<file path="config.mk">
export PLATFORM = sky130hd
export DESIGN_NAME = layer2_sequencer_flat
export DESIGN_NICKNAME = d
export VERILOG_FILES = /design/src/rtl/layer2_sequencer_if.sv /design/src/rtl/layer2_sequencer.sv /design/src/flat_wrapper.sv
export SDC_FILE = /design/constraint.sdc
export NUM_CORES = 1
export LEC_CHECK = 0
export ABC_AREA = 1
export CAP_MARGIN = 40
export CORE_MARGIN = 2
export CORE_UTILIZATION = 47
export DETAILED_ROUTE_END_ITERATION = 10
export PLACE_DENSITY_LB_ADDON = 0.12
export SYNTH_ARGS = -nofsm -noshare
export SYNTH_HDL_FRONTEND = slang
export SYNTH_SLANG_ARGS = --single-unit
</file>
<file path="constraint.sdc">
create_clock -name clk -period 1.8 [get_ports clk]
set_input_delay 0.18 -clock clk [delete_from_list [all_inputs] [get_ports clk]]
set_output_delay 0.18 -clock clk [all_outputs]
set_load 0.03 [all_outputs]
</file>
<file path="src/rtl/layer2_sequencer_if.sv">
// Layer-2 sequencer bus: pass control, weight-2 row handshake and gSRAM/RouteData addressing.
// Latency: none (signal bundle only).
// Backpressure: weight2_loadNextRow is held until w2_row_valid acknowledges the row.
//
// Ports (master = controller side that drives start/w2_row_valid, slave = the sequencer):
//   start, w2_row_valid                  : requests into the sequencer
//   busy, done, weight2_loadNextRow      : status / row request out of the sequencer
//   weight2_addr, route_addr             : weight-2 SRAM address and RouteData index
//   gsram_row, gsram_col, gsram_we,
//   gsram_mux, stage2_gate               : gSRAM accumulator control
//   out_idx                              : current output neuron
interface layer2_sequencer_if #(
    parameter int AW = 4
);
    logic          start;
    logic          w2_row_valid;
    logic          busy;
    logic          done;
    logic          weight2_loadNextRow;
    logic [AW-1:0] weight2_addr;
    logic [AW-1:0] route_addr;
    logic [AW-1:0] gsram_row;
    logic [AW-1:0] gsram_col;
    logic          gsram_we;
    logic          gsram_mux;
    logic          stage2_gate;
    logic [AW-1:0] out_idx;

    modport master (
        output start,
        output w2_row_valid,
        input  busy,
        input  done,
        input  weight2_loadNextRow,
        input  weight2_addr,
        input  route_addr,
        input  gsram_row,
        input  gsram_col,
        input  gsram_we,
        input  gsram_mux,
        input  stage2_gate,
        input  out_idx
    );

    modport slave (
        input  start,
        input  w2_row_valid,
        output busy,
        output done,
        output weight2_loadNextRow,
        output weight2_addr,
        output route_addr,
        output gsram_row,
        output gsram_col,
        output gsram_we,
        output gsram_mux,
        output stage2_gate,
        output out_idx
    );
endinterface

</file>
<file path="src/rtl/layer2_sequencer.sv">
// Layer-2 pass sequencer: per output neuron fetch a weight-2 row, clear + COLS MACs into gSRAM, sigmoid write-back.
// Latency: all outputs registered; zero-wait pass is 1 + NOUT*(COLS+SIG_LAT+3) + 1 cycles from start to done.
// Backpressure: stalls in REQ_W with weight2_loadNextRow high until w2_row_valid; start ignored while busy.
//
// Ports:
//   clk   : rising-edge clock
//   reset : asynchronous active-low reset; abandons any pass in flight without a done pulse
//   l2    : layer2_sequencer_if slave (start/w2_row_valid in; status, addresses and gSRAM controls out)
module layer2_sequencer #(
    parameter int COLS    = 16,
    parameter int NOUT    = 10,
    parameter int AW      = 4,
    parameter int SIG_LAT = 1
) (
    input  logic              clk,
    input  logic              reset,
    layer2_sequencer_if.slave l2
);

    // Counters are AW bits and must never wrap inside a pass.
    generate
        if (COLS < 1 || COLS > (1 << AW)) begin : g_bad_cols
            $error("layer2_sequencer: COLS must be in 1..2**AW");
        end
        if (NOUT < 1 || NOUT > (1 << AW)) begin : g_bad_nout
            $error("layer2_sequencer: NOUT must be in 1..2**AW");
        end
        if (SIG_LAT < 1 || SIG_LAT > (1 << AW)) begin : g_bad_sig_lat
            $error("layer2_sequencer: SIG_LAT must be in 1..2**AW");
        end
    endgenerate

    localparam logic [AW-1:0] K_LAST   = AW'(COLS - 1);
    localparam logic [AW-1:0] OUT_LAST = AW'(NOUT - 1);
    localparam logic [AW-1:0] SIG_LAST = AW'(SIG_LAT - 1);

    typedef enum logic [2:0] {
        S_IDLE,
        S_REQ_W,
        S_CLR,
        S_MAC,
        S_SIG_WAIT,
        S_SIG_WB,
        S_DONE
    } state_t;

    state_t        state_q, state_d;
    // k_q counts MAC steps in S_MAC and sigmoid wait cycles in S_SIG_WAIT.
    logic [AW-1:0] k_q, k_d;
    logic [AW-1:0] out_idx_q, out_idx_d;

    logic          busy_q, busy_d;
    logic          done_q, done_d;
    logic          load_q, load_d;
    logic [AW-1:0] addr_q, addr_d;
    logic [AW-1:0] row_q, row_d;
    logic          we_q, we_d;
    logic          mux_q, mux_d;
    logic          gate_q, gate_d;
    logic          in_stage2;

    // Next-state and counter logic.
    always_comb begin
        state_d   = state_q;
        k_d       = k_q;
        out_idx_d = out_idx_q;
        unique case (state_q)
            S_IDLE: begin
                if (l2.start) begin
                    state_d   = S_REQ_W;
                    out_idx_d = '0;
                end
            end
            S_REQ_W: begin
                if (l2.w2_row_valid) begin
                    state_d = S_CLR;
                end
            end
            S_CLR: begin
                state_d = S_MAC;
                k_d     = '0;
            end
            S_MAC: begin
                if (k_q == K_LAST) begin
                    state_d = S_SIG_WAIT;
                    k_d     = '0;
                end else begin
                    k_d = k_q + 1'b1;
                end
            end
            S_SIG_WAIT: begin
                if (k_q == SIG_LAST) begin
                    state_d = S_SIG_WB;
                    k_d     = '0;
                end else begin
                    k_d = k_q + 1'b1;
                end
            end
            S_SIG_WB: begin
                if (out_idx_q == OUT_LAST) begin
                    state_d = S_DONE;
                end else begin
                    state_d   = S_REQ_W;
                    out_idx_d = out_idx_q + 1'b1;
                end
            end
            S_DONE: begin
                state_d = S_IDLE;
            end
            default: begin
                state_d = S_IDLE;
            end
        endcase
    end

    // Outputs are decoded from the next state so that the registered value
    // lines up with the state it describes, with no extra cycle of lag.
    always_comb begin
        in_stage2 = (state_d == S_CLR) || (state_d == S_MAC) ||
                    (state_d == S_SIG_WAIT) || (state_d == S_SIG_WB);
        busy_d    = (state_d != S_IDLE);
        done_d    = (state_d == S_DONE);
        load_d    = (state_d == S_REQ_W);
        // The clear write uses address 0: RouteData entry 0 is held at zero,
        // so m2result is 0 and the gSRAM entry is cleared.
        addr_d    = (state_d == S_MAC) ? k_d : '0;
        row_d     = in_stage2 ? out_idx_d : '0;
        we_d      = (state_d == S_CLR) || (state_d == S_MAC) || (state_d == S_SIG_WB);
        mux_d     = (state_d == S_SIG_WB);
        gate_d    = in_stage2;
    end

    always_ff @(posedge clk or negedge reset) begin
        if (!reset) begin
            state_q   <= S_IDLE;
            k_q       <= '0;
            out_idx_q <= '0;
            busy_q    <= 1'b0;
            done_q    <= 1'b0;
            load_q    <= 1'b0;
            addr_q    <= '0;
            row_q     <= '0;
            we_q      <= 1'b0;
            mux_q     <= 1'b0;
            gate_q    <= 1'b0;
        end else begin
            state_q   <= state_d;
            k_q       <= k_d;
            out_idx_q <= out_idx_d;
            busy_q    <= busy_d;
            done_q    <= done_d;
            load_q    <= load_d;
            addr_q    <= addr_d;
            row_q     <= row_d;
            we_q      <= we_d;
            mux_q     <= mux_d;
            gate_q    <= gate_d;
        end
    end

    // The weight-2 row and the RouteData operand are indexed in lockstep.
    assign l2.busy                = busy_q;
    assign l2.done                = done_q;
    assign l2.weight2_loadNextRow = load_q;
    assign l2.weight2_addr        = addr_q;
    assign l2.route_addr          = addr_q;
    assign l2.gsram_row           = row_q;
    assign l2.gsram_col           = '0;
    assign l2.gsram_we            = we_q;
    assign l2.gsram_mux           = mux_q;
    assign l2.stage2_gate         = gate_q;
    assign l2.out_idx             = out_idx_q;

endmodule
</file>
<file path="src/flat_wrapper.sv">
// flat-port wrapper written by rule: the top's interface ports become plain ports
module layer2_sequencer_flat 
#(
    parameter int COLS    = 16,
    parameter int NOUT    = 10,
    parameter int AW      = 4,
    parameter int SIG_LAT = 1
)
  (clk, reset, l2_start, l2_w2_row_valid, l2_busy, l2_done, l2_weight2_loadNextRow, l2_weight2_addr, l2_route_addr, l2_gsram_row, l2_gsram_col, l2_gsram_we, l2_gsram_mux, l2_stage2_gate, l2_out_idx);
  layer2_sequencer_if #(.AW(AW)) l2_i ();
  input  logic clk;
  input  logic reset;
  input wire logic [$bits(l2_i.start)-1:0] l2_start;
  input wire logic [$bits(l2_i.w2_row_valid)-1:0] l2_w2_row_valid;
  output wire logic [$bits(l2_i.busy)-1:0] l2_busy;
  output wire logic [$bits(l2_i.done)-1:0] l2_done;
  output wire logic [$bits(l2_i.weight2_loadNextRow)-1:0] l2_weight2_loadNextRow;
  output wire logic [$bits(l2_i.weight2_addr)-1:0] l2_weight2_addr;
  output wire logic [$bits(l2_i.route_addr)-1:0] l2_route_addr;
  output wire logic [$bits(l2_i.gsram_row)-1:0] l2_gsram_row;
  output wire logic [$bits(l2_i.gsram_col)-1:0] l2_gsram_col;
  output wire logic [$bits(l2_i.gsram_we)-1:0] l2_gsram_we;
  output wire logic [$bits(l2_i.gsram_mux)-1:0] l2_gsram_mux;
  output wire logic [$bits(l2_i.stage2_gate)-1:0] l2_stage2_gate;
  output wire logic [$bits(l2_i.out_idx)-1:0] l2_out_idx;
  assign l2_i.start = l2_start;
  assign l2_i.w2_row_valid = l2_w2_row_valid;
  assign l2_busy = l2_i.busy;
  assign l2_done = l2_i.done;
  assign l2_weight2_loadNextRow = l2_i.weight2_loadNextRow;
  assign l2_weight2_addr = l2_i.weight2_addr;
  assign l2_route_addr = l2_i.route_addr;
  assign l2_gsram_row = l2_i.gsram_row;
  assign l2_gsram_col = l2_i.gsram_col;
  assign l2_gsram_we = l2_i.gsram_we;
  assign l2_gsram_mux = l2_i.gsram_mux;
  assign l2_stage2_gate = l2_i.stage2_gate;
  assign l2_out_idx = l2_i.out_idx;
  layer2_sequencer #(.COLS(COLS), .NOUT(NOUT), .AW(AW), .SIG_LAT(SIG_LAT)) u_core (.clk(clk), .reset(reset), .l2(l2_i));
endmodule
</file>
== Word-level counts from Yosys, hierarchy flattened ==
Cells that the tools add are included.
Widths: inputs -> output; s select.
Word-level totals
  register bits after elaboration: 25
  input port bits: 4
  output and inout port bits: 26
  word-level logic and storage cells: 47
Operators by class
  add/sub/neg operators: 2
  eq/ne operators: 13
  muxes and demuxes: 14
  reductions and logical operators: 7
Operators with widths (count)
  $mux 4: 6
  $pmux 3 s6: 1
  $eq 3x3->1 const B: 5
  $mux 3: 5
  $eq 3x2->1 const B: 4
  $pmux 4 s3: 1
  $add 4x1->4 const B: 2
  $eq 4x4->1 const B: 2
  $pmux 4 s2: 1
  $eq 3x1->1 const B: 2
  $logic_not 4->1: 1
  $logic_or 1x1->1: 4
  $logic_not 3->1: 1
  $reduce_bool 3->1: 1

== Logic depth before layout (Yosys ltp) ==
Gate-level depths: netlist (run 1).
  depth in word-level cells: 8
  depth in mapped cells: 10
  gate-level depth less buffers: 10

== Worst setup path after synthesis (run 1) ==
OpenSTA, ideal clock, no wires.
  path kind: reg2reg
  start point: register u_core.out_idx_q[1], in the netlist u_core.l2.out_idx[1]
  end point: register u_core.busy_q, in the netlist u_core.l2.busy
  library setup time: 0.131 ns
  arrival: 1.490 ns
  path slack: 0.179 ns
  stages on the path, launching flop included: 9
  cell sequence: dfrtp_1 > inv_1 > ha_1 > nand3_2 > nor2_1 > nor2_1 > nand2_1 > nor2_1 > nand4_1
On the way
  longest elaborated chain between the ends: 4
RTL lines
  from (decl): line layer2_sequencer.sv:50  | logic [AW-1:0] out_idx_q, out_idx_d;
  from (signal assigned): line layer2_sequencer.sv:149  | out_idx_q <= out_idx_d;
  $eq 4x4->1: line layer2_sequencer.sv:100  | if (out_idx_q == OUT_LAST) begin
  $mux 3: line layer2_sequencer.sv:100
  $pmux 3 s6: line layer2_sequencer.sv:67  | unique case (state_q)
  named net u_core.state_d[1]: line layer2_sequencer.sv:47  | state_t state_q, state_d;
  $reduce_bool 3->1: line layer2_sequencer.sv:121  | busy_d = (state_d != S_IDLE);
  named net u_core.busy_d: line layer2_sequencer.sv:52  | logic busy_q, busy_d;
  to (signal assigned): line layer2_sequencer.sv:150  | busy_q <= busy_d;
  to (decl): line layer2_sequencer.sv:52
The timed path passes the listed nets, and every way through them passes these cells.

== Worst setup path after layout (run 1) ==
  start point: register u_core.out_idx_q[0], in the netlist u_core.l2.out_idx[0]
  end point: output port l2_out_idx[0]
RTL lines
  to (decl): line flat_wrapper.sv:25  | output wire logic [$bits(l2_i.out_idx)-1:0] l2_out_idx;
No word-level cell between the ends.

==> summary.md, run 1 <==
| Metric | Value |
|---|---|
| Arr. time, crit path | `1.51 ns` |
| Worst r2r src | `u_core.l2.out_idx[1]` |
| Post-placement cell count | `190` |
| CP max FO | `7` |
| Synth Register Bits | `25` |
| Outcome | `complete, no violations` |
| Hold Buf Count CTS | `0` |
| Post-CTS Repair Setup Buffers | `0` |
| Layout Skew | `0.00389 ns` |
| Number of clock sinks | `25` |
| WS Path Type | `reg2out` |
| Commonest register cell after synthesis | `dfrtp_1` |
| Post-CTS resize count | `0` |
| CP peak stage delay | `0.71 ns` |
| RePlAce Congestion | `0.862` |
| RSZ-0062 raised after global routing | `no` |
| Clk_lat worst skew | `0.31 ns` |
| Non-Filler Instances | `194` |
| Clock Pin Slew Worst Setup and Hold Paths | `0.13 ns` |
| Root buffer cell | `clkbuf_4` |
| Synthesis Warnings | `0` |
| Sequential area share after synthesis | `0.478` |
| R2R depth | `9` |
| Count leader, synth | `dfrtp_1` |
| First-pass GRT wire length | `4080 um` |
| Pin count of the biggest net entering global routing | `26` |
| R2R setup slack | `0.22 ns` |
| Antenna cell count | `0` |
| I/O Buffers | `25` |
| Min cycle time layout | `1.69 ns` |
| Die Ht | `56.7 um` |
| DR DRC count | `0` |
| Synth area leader | `dfrtp_1` |
| Vias/cell | `4.81` |
| Final hold viol count | `0` |
| Clk buf depth | `2` |
| Post-Route WL | `2290 um` |
| Layout cell share with drive strength beyond 1 | `0.202` |
| CP endpoint kind | `primary output` |
| Initial Utilization | `0.482` |
| Synth Cell Area | `1310 sq um` |
| Synth async-reset ratio | `1.00` |
| Cell family with most CP delay | `buffers and inverters` |
| Reg2reg end | `u_core.l2.busy` |
| Synth top area share | `0.478` |
| Final Cycle Share | `0.939` |
| Startpoint types | `flop` |
| Nets | `172` |
| Slew Viols, Final | `0` |
| Initial antenna violation count | `0` |
| Worst vdd ir | `1.14 mV` |
| Worst Hold Class | `in2async` |
| Post-synth cell types | `24` |
| Mapped Avg Cell Area | `9.47 sq um` |
| CP cell instances | `clkdlybuf4s50_1` |
| CP max stage cell | `clkdlybuf4s50_1` |
| Die Span X | `56.7 um` |
| Max Cap Viol | `0` |
| Filler cells | `249` |
| CTS tree | `done` |
| Number of buffers created by CTS | `3` |
| Die ar. | `3220 sq um` |
| First DRT Iteration DRCs | `22` |
| # rows | `19` |
| Boundary pin count | `30` |
| Gr usage total | `0.163` |
| Total core area | `2710 sq um` |
| Fmax | `0.592 GHz` |
| Overflow after GRT | `0` |
| Wire per inst | `11.8 um` |
| Setup TNS Final | `0 ns` |
| Number of global-route vias before repair | `898` |
| Final setup vio count | `0` |
| Routed via count | `933` |
| LEAKAGE | `0.751 nW` |
| Syn-to-layout area delta | `21.0%` |
| Post-DP HPWL | `1790 um` |
| Required time of the critical path | `1.62 ns` |
| Synth area leaders | `dfrtp_1, buf_4, nand2_1` |
| PD cells | `1800 nW/um^2` |
| EDFF count, synth | `0` |
| Post-Syn Instances | `138` |
| Synth top cells by count | `dfrtp_1, nand2_1, inv_1, nor2_1` |
| Post-route ant nets | `0` |
| Buf+Inv Stages, Crit Path | `1` |
| 1st-pass router iterations | `4` |
| CTS H-Tree Depth | `1` |
## where the power goes
part | switching [mW] | internal [mW] | total (mW)
combinational | 1.00 | 0.627 | 1.63
clock | 0.157 | 0.0866 | 0.243
sequential | 0.185 | 0.788 | 0.973
total | 1.35 | 1.50 | 2.85
## metrics by stage
| step | area, sq um | setup slack, ns | hold WS (ns) | total power, mW | util |
|---|---|---|---|---|---|
| detailed placement | 1560 | 0.238 | 0.537 | 2.63 | 0.574 |
| global route | 1580 | 0.0303 | 0.235 | 3.07 | 0.584 |
| CTS | 1580 | 0.102 | 0.222 | 2.87 | 0.584 |
| floorplan | 1320 | 0.179 | -0.116 | 2.11 | - |
| finish | 1580 | 0.110 | 0.217 | 2.85 | 0.584 |
| global placement | 1560 | 0.186 | 0.521 | 2.60 | 0.574 |
## worst max-delay path by stage
stage | from | endpoint | slack (ns) | cells past startpoint
final | u_core.l2.out_idx[0] | l2_out_idx[0] | 0.11 | 1
after global routing | u_core.l2.out_idx[0] | l2_out_idx[0] | 0.03 | 1
after CTS | u_core.l2.out_idx[0] | l2_out_idx[0] | 0.10 | 1
after detailed placement | u_core.l2.out_idx[1] | u_core.l2.busy | 0.24 | 9
after global placement | u_core.l2.out_idx[1] | u_core.l2.busy | 0.19 | 8
after floorplan | u_core.l2.out_idx[1] | u_core.l2.busy | 0.18 | 8
## routing by layer
| metal | part of all wire | up-vias | wire (um) | global-route usage |
|---|---|---|---|---|
| li1 | - | 477 | - | - |
| met1 | 0.45 | 425 | 1030 | 0.228 |
| met2 | 0.48 | 29 | 1100 | 0.251 |
| met3 | 0.062 | 2 | 142 | 0.0323 |
| met4 | 0.0070 | 0 | 16 | 0.0631 |
| met5 | 0 | - | 0 | 0 |
## layout make-up
type | count | area, sq um | share of cell area
repair buffers | 26 | 258 | 0.163
well taps | 31 | 38.8 | 0.0245
inverters | 23 | 86.3 | 0.0546
flip-flops and latches | 25 | 626 | 0.396
multi-input cells | 85 | 547 | 0.346
clock buffers | 4 | 26.3 | 0.0166
## cell usage in the layout, fill, tap and decap left out
cell	n
a21oi_1	8
buf_4	1
clkbuf_1	1
clkbuf_4	3
clkdlybuf4s50_1	25
conb_1	4
dfrtp_1	25
ha_1	4
inv_1	15
inv_2	8
nand2_1	16
nand2_2	4
nand2_4	2
nand3_1	6
nand3_2	4
nand3_4	1
nand4_1	2
nand4_4	1
nor2_1	13
nor2_4	4
nor3_1	2
nor3_2	3
nor3b_1	2
o21ai_0	5
o21ai_2	1
o22ai_2	1
xor2_1	2
## registers in the layout, summed over array words and instances, names as in the netlist, 3 cells and up
signal,count
u_core.k_q,4
u_core.state_q,3
u_core.l2.route_addr,4
u_core.l2.out_idx,4
u_core.l2.gsram_row,4
## logic make-up (layout without fill, tap and decap cells)
family          count (synthesis)  after routing  share of synthesized area
buf+inv                        31             53                      0.112
fa+ha+maj                       4              4                     0.0383
flops                          25             25                      0.478
simple gates                   60             60                      0.289
compound gates                 15             15                     0.0660
other cells                     1              4                    0.00287
xor+xnor                        2              2                     0.0134
Power figures use the tool's default switching activity.
==> run 2: changes to the inputs <==
ABC_AREA = default   (was 1)
TNS_END_PERCENT = 5   (was default)
==> run 2 against run 1 <==
Effect of this change:
- non-clock buffer count stayed put
- synthesized cell count is 16% lower
- hold slack lost 0.0067 ns
- critical path depth stayed put
- clock-buffer cell count stayed put
- largest power group unchanged
- final cell count fell by 14%
- synthesized area fell by 5.6%
- largest cell class unchanged
- via count down 6.4%
- global-route usage down 1.6 points
- register-to-register slack got worse by 0.03 ns
- sequential share of layout area up 2.8 points
==> summary.md, run 2 <==
| Metric | Value |
|---|---|
| Simple-Gate Fraction of Synth Area | `0.216` |
| CP max FO | `6` |
| Worst vdd ir | `0.981 mV` |
| Setup TNS Final | `0 ns` |
| Syn-to-layout area delta | `19.6%` |
| Cell depth of the worst setup path | `1` |
| Synth async-reset ratio | `1.00` |
| Post-CTS Repair Setup Buffers | `0` |
| Startpoint types | `flop` |
| WS Path Type | `reg2out` |
| Max Cap Viol | `0` |
| Number of global-route vias before repair | `786` |
| Buf+Inv Stages, Crit Path | `1` |
| Post-DP HPWL | `1540 um` |
| Post-synthesis mux area share | `0.0243` |
| Largest family of logic cells by synthesized area | `simple AND/OR/NAND/NOR gates` |
| First DRT Iteration DRCs | `28` |
| Post-Syn Instances | `116` |
| Number of buffers created by CTS | `3` |
| CP cell instances | `clkdlybuf4s50_1` |
| EDFF count, synth | `0` |
| Die Span X | `55.3 um` |
| Pre-CTS setup slack | `0.223 ns` |
| Routed via count | `873` |
| Boundary pin count | `30` |
| Mapped Avg Cell Area | `10.6 sq um` |
| Required time of the critical path | `1.62 ns` |
| Xor-xnor portion of the synthesized cell area | `0.0142` |
| Worst Hold Class | `in2async` |
| Outcome | `complete, no violations` |
| Count leader, synth | `dfrtp_1` |
| Post-CTS resize count | `0` |
| Cell family with most CP delay | `buffers and inverters` |
| R2R depth | `6` |
| Nets | `146` |
| 1st-pass router iterations | `4` |
| Post-synth cell types | `37` |
| Overflow after GRT | `0` |
| RePlAce Congestion | `0.835` |
| Synth top cells by count | `dfrtp_1, buf_4, inv_1, nand2_1, nand3_1` |
| Synth top area share | `0.507` |
| LEAKAGE | `0.692 nW` |
| CTS H-Tree Depth | `1` |
| RSZ-0062 raised after global routing | `no` |
| Slew Viols, Final | `0` |
| Sequential area share after synthesis | `0.507` |
| Post-Route WL | `2100 um` |
| Total core area | `2480 sq um` |
| Most frequent cells in the layout | `clkdlybuf4s50_1, dfrtp_1, inv_1, nand2_1, nand3_1` |
| PD cells | `1410 nW/um^2` |
| Vias/cell | `5.23` |
| Clock Pin Slew Worst Setup and Hold Paths | `0.12 ns` |
| Fmax | `0.600 GHz` |
| Post-Synth Adder-Cell Area | `0.0405` |
| Initial Utilization | `0.498` |
| Arr. time, crit path | `1.49 ns` |
| CP peak stage delay | `0.71 ns` |
| Synth Register Bits | `25` |
| Synthesis Warnings | `0` |
| Layout Skew | `0.00360 ns` |
| Clk buf depth | `2` |
| Wire per inst | `12.6 um` |
| DR DRC count | `0` |
| Final setup vio count | `0` |
| CTS tree | `done` |
| Synth Area in Compound Gates | `0.0942` |
| Min cycle time layout | `1.67 ns` |
| CP max stage cell | `clkdlybuf4s50_1` |
| Synth area leaders | `dfrtp_1, buf_4, ha_1` |
| Post-route ant nets | `0` |
| Clk_lat worst skew | `0.31 ns` |
| Number of clock sinks | `25` |
| Synth area leader | `dfrtp_1` |
| Final hold viol count | `0` |
| Final Cycle Share | `0.926` |
| Die ar. | `3050 sq um` |
| Gr usage total | `0.147` |
| CP endpoint kind | `primary output` |
| Antenna cell count | `0` |
| Initial antenna violation count | `0` |
| Commonest register cell after synthesis | `dfrtp_1` |
| I/O Buffers | `25` |
| Root buffer cell | `clkbuf_4` |
| Pin count of the biggest net entering global routing | `26` |
| # rows | `18` |
| Final worst slack | `0.134 ns` |
| Synth Cell Area | `1230 sq um` |
| Die Ht | `55.3 um` |
| Layout cell share with drive strength beyond 1 | `0.0949` |
| First-pass GRT wire length | `3570 um` |
| Hold Buf Count CTS | `0` |
## run 2: stage by stage
stage / cells / power (mW) / util / instance area (sq um) / hold slack, ns
floorplan: 119 / 1.57 / - / 1250 / -0.116
global placement: 163 / 1.83 / 0.585 / 1450 / 0.523
detailed placement: 163 / 1.85 / 0.585 / 1450 / 0.535
CTS: 167 / 2.10 / 0.596 / 1480 / 0.212
global route: 167 / 2.22 / 0.596 / 1480 / 0.233
finish: 167 / 2.08 / 0.596 / 1480 / 0.210
## run 2: path summary, 6_finish.rpt
kind,from,slack [ns],endpoint
setup reg to reg,u_core.k_q[0],0.19,u_core.k_q[3]
min in group clk,u_core.k_q[0],0.55,u_core.l2.route_addr[0]
hold reg to reg,u_core.k_q[0],0.55,u_core.l2.route_addr[0]
max in group asynchronous,reset,1.36,u_core.state_q[1]
setup / recovery,u_core.l2.out_idx[0],0.13,l2_out_idx[0]
hold / removal,reset,0.21,u_core.l2.gsram_row[2]
## run 2: kinds of logic after synthesis
logic type | after synthesis
AND/OR/NAND/NOR | 44
flip-flops | 25
buffers and inverters | 21
AO/OA/AOI/OAI | 16
adder cells (fa/ha/maj) | 4
multiplexers | 3
XOR/XNOR | 2
other | 1
## run 2: metal layers
metal / GRT usage / vias up / routed length, um
met5: 0 / - / 0
met4: 0.0767 / 0 / 46
met3: 0.0281 / 5 / 173
met2: 0.209 / 40 / 913
met1: 0.213 / 403 / 964
li1: - / 425 / -
## run 2: worst reg2reg max path: cells and delay by family (launching register included)
kind / cells / cell delay, ns
adder cells (fa/ha/maj): 1 / 0.14
flip-flops: 1 / 0.46
AND/OR/NAND/NOR: 1 / 0.39
AO/OA/AOI/OAI: 3 / 0.44
buffers and inverters: 1 / 0.08
## run 2: power breakdown
| part | switching, mW | internal, mW |
|---|---|---|
| registers | 0.145 | 0.708 |
| clock network | 0.157 | 0.0867 |
| logic | 0.556 | 0.429 |
| total | 0.858 | 1.22 |
## run 2: cell type report
type / count / area [sq um]
clock buffers: 4 / 26.3
well taps: 30 / 37.5
multi-input cells: 73 / 495
flip-flops and latches: 25 / 626
fillers: 215 / 1000
repair buffers: 26 / 258
inverters: 9 / 33.8
